File: src/rtl/tbird_input_cond.sv
// Switch conditioning for the turn-indicator: synchronize, debounce,
// resolve left/right/hazard priority and generate the sequencer step.
module tbird_input_cond #(
  parameter int unsigned DB_CYCLES = 4,
  parameter int unsigned TICK_DIV  = 8
) (
  input  logic clk,
  input  logic reset,
  input  logic left_sw,
  input  logic right_sw,
  input  logic haz_sw,
  output logic left,
  output logic right,
  output logic haz,
  output logic step
);

  localparam int CW = (DB_CYCLES > 1) ? $clog2(DB_CYCLES) : 1;
  localparam int TW = $clog2(TICK_DIV);
  localparam logic [CW-1:0] CNT_MAX = CW'(DB_CYCLES - 1);
  localparam logic [TW-1:0] TCK_MAX = TW'(TICK_DIV - 1);

  // channel index: 0 = left, 1 = right, 2 = hazard
  logic [2:0]    raw;
  logic [2:0]    s1;
  logic [2:0]    s2;
  logic [2:0]    db;
  logic [CW-1:0] cnt [3];

  assign raw = {haz_sw, right_sw, left_sw};

  always_ff @(posedge clk or negedge reset) begin
    if (!reset) begin
      s1 <= '0;
      s2 <= '0;
      db <= '0;
      for (int i = 0; i < 3; i++) cnt[i] <= '0;
    end else begin
      s1 <= raw;
      s2 <= s1;
      for (int i = 0; i < 3; i++) begin
        if (s2[i] == db[i]) begin
          cnt[i] <= '0;
        end else if (cnt[i] == CNT_MAX) begin
          db[i]  <= ~db[i];
          cnt[i] <= '0;
        end else begin
          cnt[i] <= cnt[i] + CW'(1);
        end
      end
    end
  end

  logic req_haz;
  logic req_left;
  logic req_right;
  logic active;
  logic change;

  // both directions at once is promoted to hazard
  always_comb begin
    req_haz   = db[2] | (db[0] & db[1]);
    req_left  = db[0] & ~req_haz;
    req_right = db[1] & ~req_haz;
    active    = req_haz | req_left | req_right;
    change    = {req_haz, req_left, req_right} != {haz, left, right};
  end

  logic [TW-1:0] tcnt;

  always_ff @(posedge clk or negedge reset) begin
    if (!reset) begin
      left  <= 1'b0;
      right <= 1'b0;
      haz   <= 1'b0;
      step  <= 1'b0;
      tcnt  <= '0;
    end else begin
      left  <= req_left;
      right <= req_right;
      haz   <= req_haz;
      // a new request restarts the step phase from zero
      if (!active || change) begin
        tcnt <= '0;
        step <= 1'b0;
      end else if (tcnt == TCK_MAX) begin
        tcnt <= '0;
        step <= 1'b1;
      end else begin
        tcnt <= tcnt + TW'(1);
        step <= 1'b0;
      end
    end
  end

endmodule

File: config.mk
export PLATFORM = sky130hd
export DESIGN_NAME = tbird_input_cond
export DESIGN_NICKNAME = d
export VERILOG_FILES = /design/src/rtl/tbird_input_cond.sv
export SDC_FILE = /design/constraint.sdc
export NUM_CORES = 1
export LEC_CHECK = 0
export CORE_UTILIZATION = 47
export DETAILED_ROUTE_END_ITERATION = 12
export PLACE_DENSITY = 0.76
export SYNTH_ARGS = -nofsm -noshare
export SYNTH_HDL_FRONTEND = slang
export SYNTH_SLANG_ARGS = --single-unit
File: constraint.sdc
create_clock -name clk -period 1.3 [get_ports clk]
set_input_delay 0.39 -clock clk [delete_from_list [all_inputs] [get_ports clk]]
set_output_delay 0.39 -clock clk [all_outputs]
set_load 0.01 [all_outputs]
==> results of run 1 <==
## worst max-delay path: stages, from the launching register on
cell	delay (ns)
dfrtp_2	0.48
nor4b_4	0.33
a211oi_4	0.12
o41ai_2	0.25
## cells by family (layout without fill, tap and decap cells)
logic type	count (synthesis)	count (layout)	share of synthesized area, %
buffers and inverters	2	25	0.8612
and+or+nand+nor	24	24	17.36
adders and majority gates	5	5	7.174
AOI/OAI and AO/OA	8	8	7.174
DFF	22	22	63.13
xor gates and xnor gates	3	3	3.013
muxes	1	1	1.291
## repair_timing
item	CTS	global route
pin swaps	2	4
setup buffers	1	1
hold buffers	0	0
endpoints found under the setup margin	8	4
gates resized for setup	19	6
## per-stage QoR
step	utilization (%)	hold slack [ns]
6_report	67.68	0.3668
5_1_grt	67.68	0.3866
4_1_cts	64.49	0.3655
3_5_place_dp	61.59	0.3426
3_3_place_gp	61.59	0.3355
2_1_floorplan	-	0.09441
## report_power, final
group	internal [mW]	leakage [nW]	switching, mW
combinational	0.475	0.234	0.405
clock	0.311	0.0279	0.195
sequential	0.872	0.277	0.151
## path summary, 6_finish.rpt
kind                            startpoint      end  slack [ns]  cells past startpoint
worst max-delay path                 db[2]  tcnt[0]        0.02                      3
worst min-delay path                 s1[0]    s2[0]        0.37                      0
worst max register to register       db[2]  tcnt[0]        0.02                      3
worst min register to register       s1[0]    s2[0]        0.37                      0
max in group asynchronous            reset    db[2]        0.74                      2
min in group asynchronous            reset    right        0.42                      2
## registers in the layout (all words and copies together), names as in the netlist
register	count
right	1
db	3
s2	3
s1	3
cnt	6
left	1
step	1
haz	1
tcnt	3
## cells in the final DEF (no fill, tap or decap), types with 2 or more instances in the layout
cell	instances
o21ai_1	3
clkbuf_4	3
dfrtp_1	21
o21ai_0	2
nor2b_1	3
xnor2_1	2
nor2_1	3
nor4b_4	2
nor3_1	2
clkdlybuf4s50_1	4
buf_2	4
nand2_1	2
nand2b_1	3
nand3_1	4
buf_4	9
inv_1	2
ha_1	3
## metal layers
layer | wire length (um) | GRT usage [%] | up-vias | part of all wire [%]
li1 | - | - | 273 | -
met1 | 638 | 21.32 | 272 | 46
met2 | 695 | 26.09 | 9 | 50
met3 | 43 | 2.400 | 2 | 3.1
met4 | 12 | 10.91 | 0 | 0.86
met5 | 0 | 0 | - | 0
## final cells by class
| cell class | count | area, um^2 |
|---|---|---|
| tap | 25 | 31.28 |
| inverter | 2 | 7.507 |
| clock buffer | 3 | 22.52 |
| clock inverter | 1 | 30.03 |
| fill | 133 | 558.0 |
| sequential | 22 | 551.8 |
| timing repair buffer | 19 | 158.9 |
| multi-input combinational | 41 | 366.6 |
==> flow_summary.yaml, run 1 <==
routing:
  drtIter0Drc: 2
  vias_per_cell: 4.920
  dr.pass1.iters: 3
  dr_total_vias: 556
  wl_per_cell_um: 12.28
  drt-total-wl_mm: 1.388
  ant_nets: 0
  post-route-drc-count: 0
logic_synthesis:
  synth_seq_cells: 22
  synth_area_leader_cell: "dfrtp_1"
  synthTopCellsByArea: "dfrtp_1, ha_1, nand3_1, nand2b_1, nor2b_1"
  synth-edff-count: 0
  synth_ff_type: "dfrtp_1"
  synth_cells: 65
  synth_top_area_share_pct: 63.13
  syn_area_um2: 872.1
  synth.distinct_cells: 23
  syn-num-nets: 75
  yosysMostFrequentCell: "dfrtp_1"
  avgSynthCellArea_um2: 13.42
  synth_warnings: 0
  synth_commonest_cells: "dfrtp_1, ha_1, nand3_1"
  async_flop_share_pct: 100.0
  ys_seq_area_share_pct: 63.13
die:
  core_area_um2: 1727
  io_pins: 9
  die_x_um: 45.08
  start_util_pct: 50.51
  die_h_um: 45.08
  dieArea_um2: 2032
  rows: 15
timing:
  report.final.setup_viol: 0
  slew_violations: 0
  finClkSkew_ns: 0.0009288
  min_period_ns: 1.284
  setup_slack_ns: 0.01560
  fin_setup_tns_ns: 0
  hold_violations: 0
  fmax_ghz: 0.7786
  worst_pin_slew_ns: 0.2818
  grt_setup_unrepaired: "true"
  fin_crit_sh_pct: 98.80
  relSlewSlack_pct: 81.01
finish:
  antenna_cells: 0
  drive_gt1_share_pct: 32.95
  nets: 99
  fin_cells: 113
  area_delta_synth_final_pct: 34.00
  postLayoutCellArea_um2: 1169
flow_run:
  maxCapViolations: 0
global_route:
  antenna_found_initial: 0
  overflow: 0
  grt_max_degree: 23
  grt_pass1_wl_mm: 2.359
  grt_use_total_pct: 16.60
  grt_pass1_vias: 571
critical_path:
  start_kind: "flop"
  endpoint_kind: "flop"
  crit_arrival_ns: 1.48
  worstSetupPathType: "reg2reg"
  critical_path_peak_fanout: 6
  required_ns: 1.49
placement:
  place.port_buffers: 8
  placed_cell_area_um2: 1064
  gp_congestion: 0.7150
  post-place-ws_ns: -0.03318
  dp_hpwl_um: 950.8
  place_inst: 107
clocking:
  tritoncts: "done"
  clk_pin_slew_ns: 0.12
  htreeDepth: 1
  clk_path_buf_depth: 2
  clockRootBuffer: "clkbuf_4"
  cts_buffers: 3
  clock_latency_ns: 0.30
  cts.sinks: 22
power:
  power.total_mw: 2.410
  max-vdd-ir-drop_v: 0.001090
  p_leak_nw: 0.5389
  power_per_cell_area_nw_per_um2: 2062
hold_path:
  hold_class: "reg2reg"
outcome:
  outcome: "finished clean"
No activity file was read; power rests on OpenSTA's default activity.
==> inputs of run 2 (changes only) <==
- CORE_MARGIN: default -> 3
==> run 2 against run 1 <==
  * Clock skew is 0.0033 ns higher
  * Power is 5.1% lower
  * Via count is 3.1% higher
  * Design area is 2.0% lower
  * Die area is 19% higher
  * Non-clock buffer count stayed put
  * Fmax is 1.5% higher
  * Worst hold slack worse by 0.0054 ns
  * Flip-flop and latch count stayed put
  * Sequential share of layout area is 0.98 points higher
  * Critical path depth is 2 higher
  * Clock power is 26% lower
==> flow_summary.yaml, run 2 (synthesis gave the netlist of run 1 again) <==
critical_path:
  reg2reg_slack_ns: 0.03
  r2r_cells: 5
  worstSetupPathType: "reg2reg"
  r2r-start: "tcnt[0]"
  r2r-end: "tcnt[2]"
  required_ns: 1.55
  start_kind: "flop"
  critical_path_peak_fanout: 2
  endpoint_kind: "flop"
  crit_arrival_ns: 1.51
power:
  p_int_mw: 1.523
  p_sw_mw: 0.7642
  p_clk_share_pct: 16.3
  power_per_cell_area_nw_per_um2: 1998
  switching_share_pct: 33.41
  max-vdd-ir-drop_v: 0.001457
  p_leak_nw: 0.5307
  power_frac_seq_pct: 44.4
  p_comb_share_pct: 39.3
clocking:
  tritoncts: "done"
  clock_latency_ns: 0.31
  clk_pin_slew_ns: 0.12
  hold_buffers: 0
  cts.sinks: 22
  clockRootBuffer: "clkbuf_4"
  htreeDepth: 1
  clk_path_buf_depth: 2
  cts_buffers: 3
routing:
  dr_total_vias: 573
  post-route-drc-count: 0
  drtIter0Drc: 4
  dr.pass1.iters: 2
  wl_per_cell_um: 13.57
  drt-total-wl_mm: 1.520
  ant_nets: 0
  vias_per_cell: 5.116
outcome:
  outcome: "finished clean"
global_route:
  grt_use_total_pct: 14.89
  grt_pass1_wl_mm: 2.697
  antenna_found_initial: 0
  grt_max_degree: 23
  grt_pass1_vias: 652
  overflow: 0
timing:
  worst_pin_slew_ns: 0.2801
  slew_violations: 0
  report.final.setup_viol: 0
  fin_crit_sh_pct: 97.31
  min_period_ns: 1.265
  setup_slack_ns: 0.03493
  relSlewSlack_pct: 81.29
  fin_setup_tns_ns: 0
  fmax_ghz: 0.7905
  finClkSkew_ns: 0.004269
  hold_violations: 0
  fin_hold_ws_ns: 0.3614
  grt_setup_unrepaired: "true"
finish:
  drive_gt1_share_pct: 31.82
  largest-register: "cnt"
  antenna_cells: 0
  final_cell_mix: "dfrtp_1, buf_4, nand3_1, clkdlybuf4s50_1, buf_2"
  fill_cells: 131
  area_delta_synth_final_pct: 31.28
  seqCellArea_um2: 551.8
  multi_input_area_um2: 360.3
  mostFrequentLayoutCell: "dfrtp_1"
  fin_cells: 112
  final_core_util_pct: 70.28
  largest_reg_flops: 6
  nets: 99
placement:
  place.port_buffers: 8
  dp_hpwl_mm: 1.027
  gp_congestion: 0.7791
  place_inst: 106
  post-place-ws_ns: -0.06111
die:
  die_h_um: 49.08
  rows: 14
  io_pins: 9
  die_x_um: 49.08
  dieArea_um2: 2408
  start_util_pct: 53.53
  core_area_um2: 1629
hold_path:
  hold_path_depth: 0
  hold_class: "reg2reg"
  holdPathEnd: "s2[1]"
  min-delay-start: "s1[1]"
flow_run:
  maxCapViolations: 0
run 2: how the worst max path moves through the flow:
| stage | end | depth (start not counted) | slack (ns) | startpoint |
|---|---|---|---|---|
| after CTS | tcnt[0] | 5 | 0.007 | haz |
| after global placement | tcnt[2] | 5 | -0.008 | tcnt[0] |
| after floorplan | tcnt[2] | 5 | 0.002 | tcnt[0] |
| after global routing | tcnt[0] | 4 | -0.05 | db[1] |
| final | tcnt[2] | 5 | 0.03 | tcnt[0] |
| after detailed placement | tcnt[2] | 5 | -0.06 | tcnt[0] |
run 2: routing by layer:
layer / track usage, % / share of wire, %
met3: 3.976 / 4.1
met4: 8.531 / 2.4
met5: 0 / 0
met1: 15.11 / 37
met2: 27.01 / 57
run 2: final cells by class:
| type | count | area share (%) |
|---|---|---|
| multi-input combinational | 41 | 31.48 |
| clock buffer | 4 | 3.169 |
| sequential | 22 | 48.20 |
| timing repair buffer | 19 | 13.88 |
| inverter | 2 | 0.6557 |
| tap | 24 | 2.623 |
run 2: per-stage QoR:
step,power (mW),area (um^2)
6_report,2.287,1145
5_1_grt,2.459,1145
4_1_cts,2.234,1109
3_5_place_dp,1.816,1062
3_3_place_gp,1.771,1062
2_1_floorplan,1.424,872.1
run 2: repair_timing:
item / CTS / global route
pin swaps: 3 / 2
endpoints found under the setup margin: 7 / 4
buffers inserted: 1 / 2
resized for setup: 21 / 3
run 2: power groups by stage:
stage / clock network (mW) / registers, mW / logic [mW]
final: 0.373 / 1.02 / 0.898
after global routing: 0.413 / 1.04 / 1.01
after CTS: 0.384 / 1.02 / 0.834
after detailed placement: 0 / 1.01 / 0.809
after global placement: 0 / 0.995 / 0.776
after floorplan: 0 / 1.05 / 0.370
run 2: worst max-delay path: stages, from the launching register on:
cell,delay (ns)
dfrtp_1,0.40
ha_2,0.19
ha_4,0.26
nor4b_4,0.18
nand3_1,0.11
o21ai_1,0.08
==> inputs of run 3 (changes only) <==
- SLEW_MARGIN: default -> 20
==> results of run 3 <==
Same layout as run 2: the final DEF is identical, and so are final timing and power.
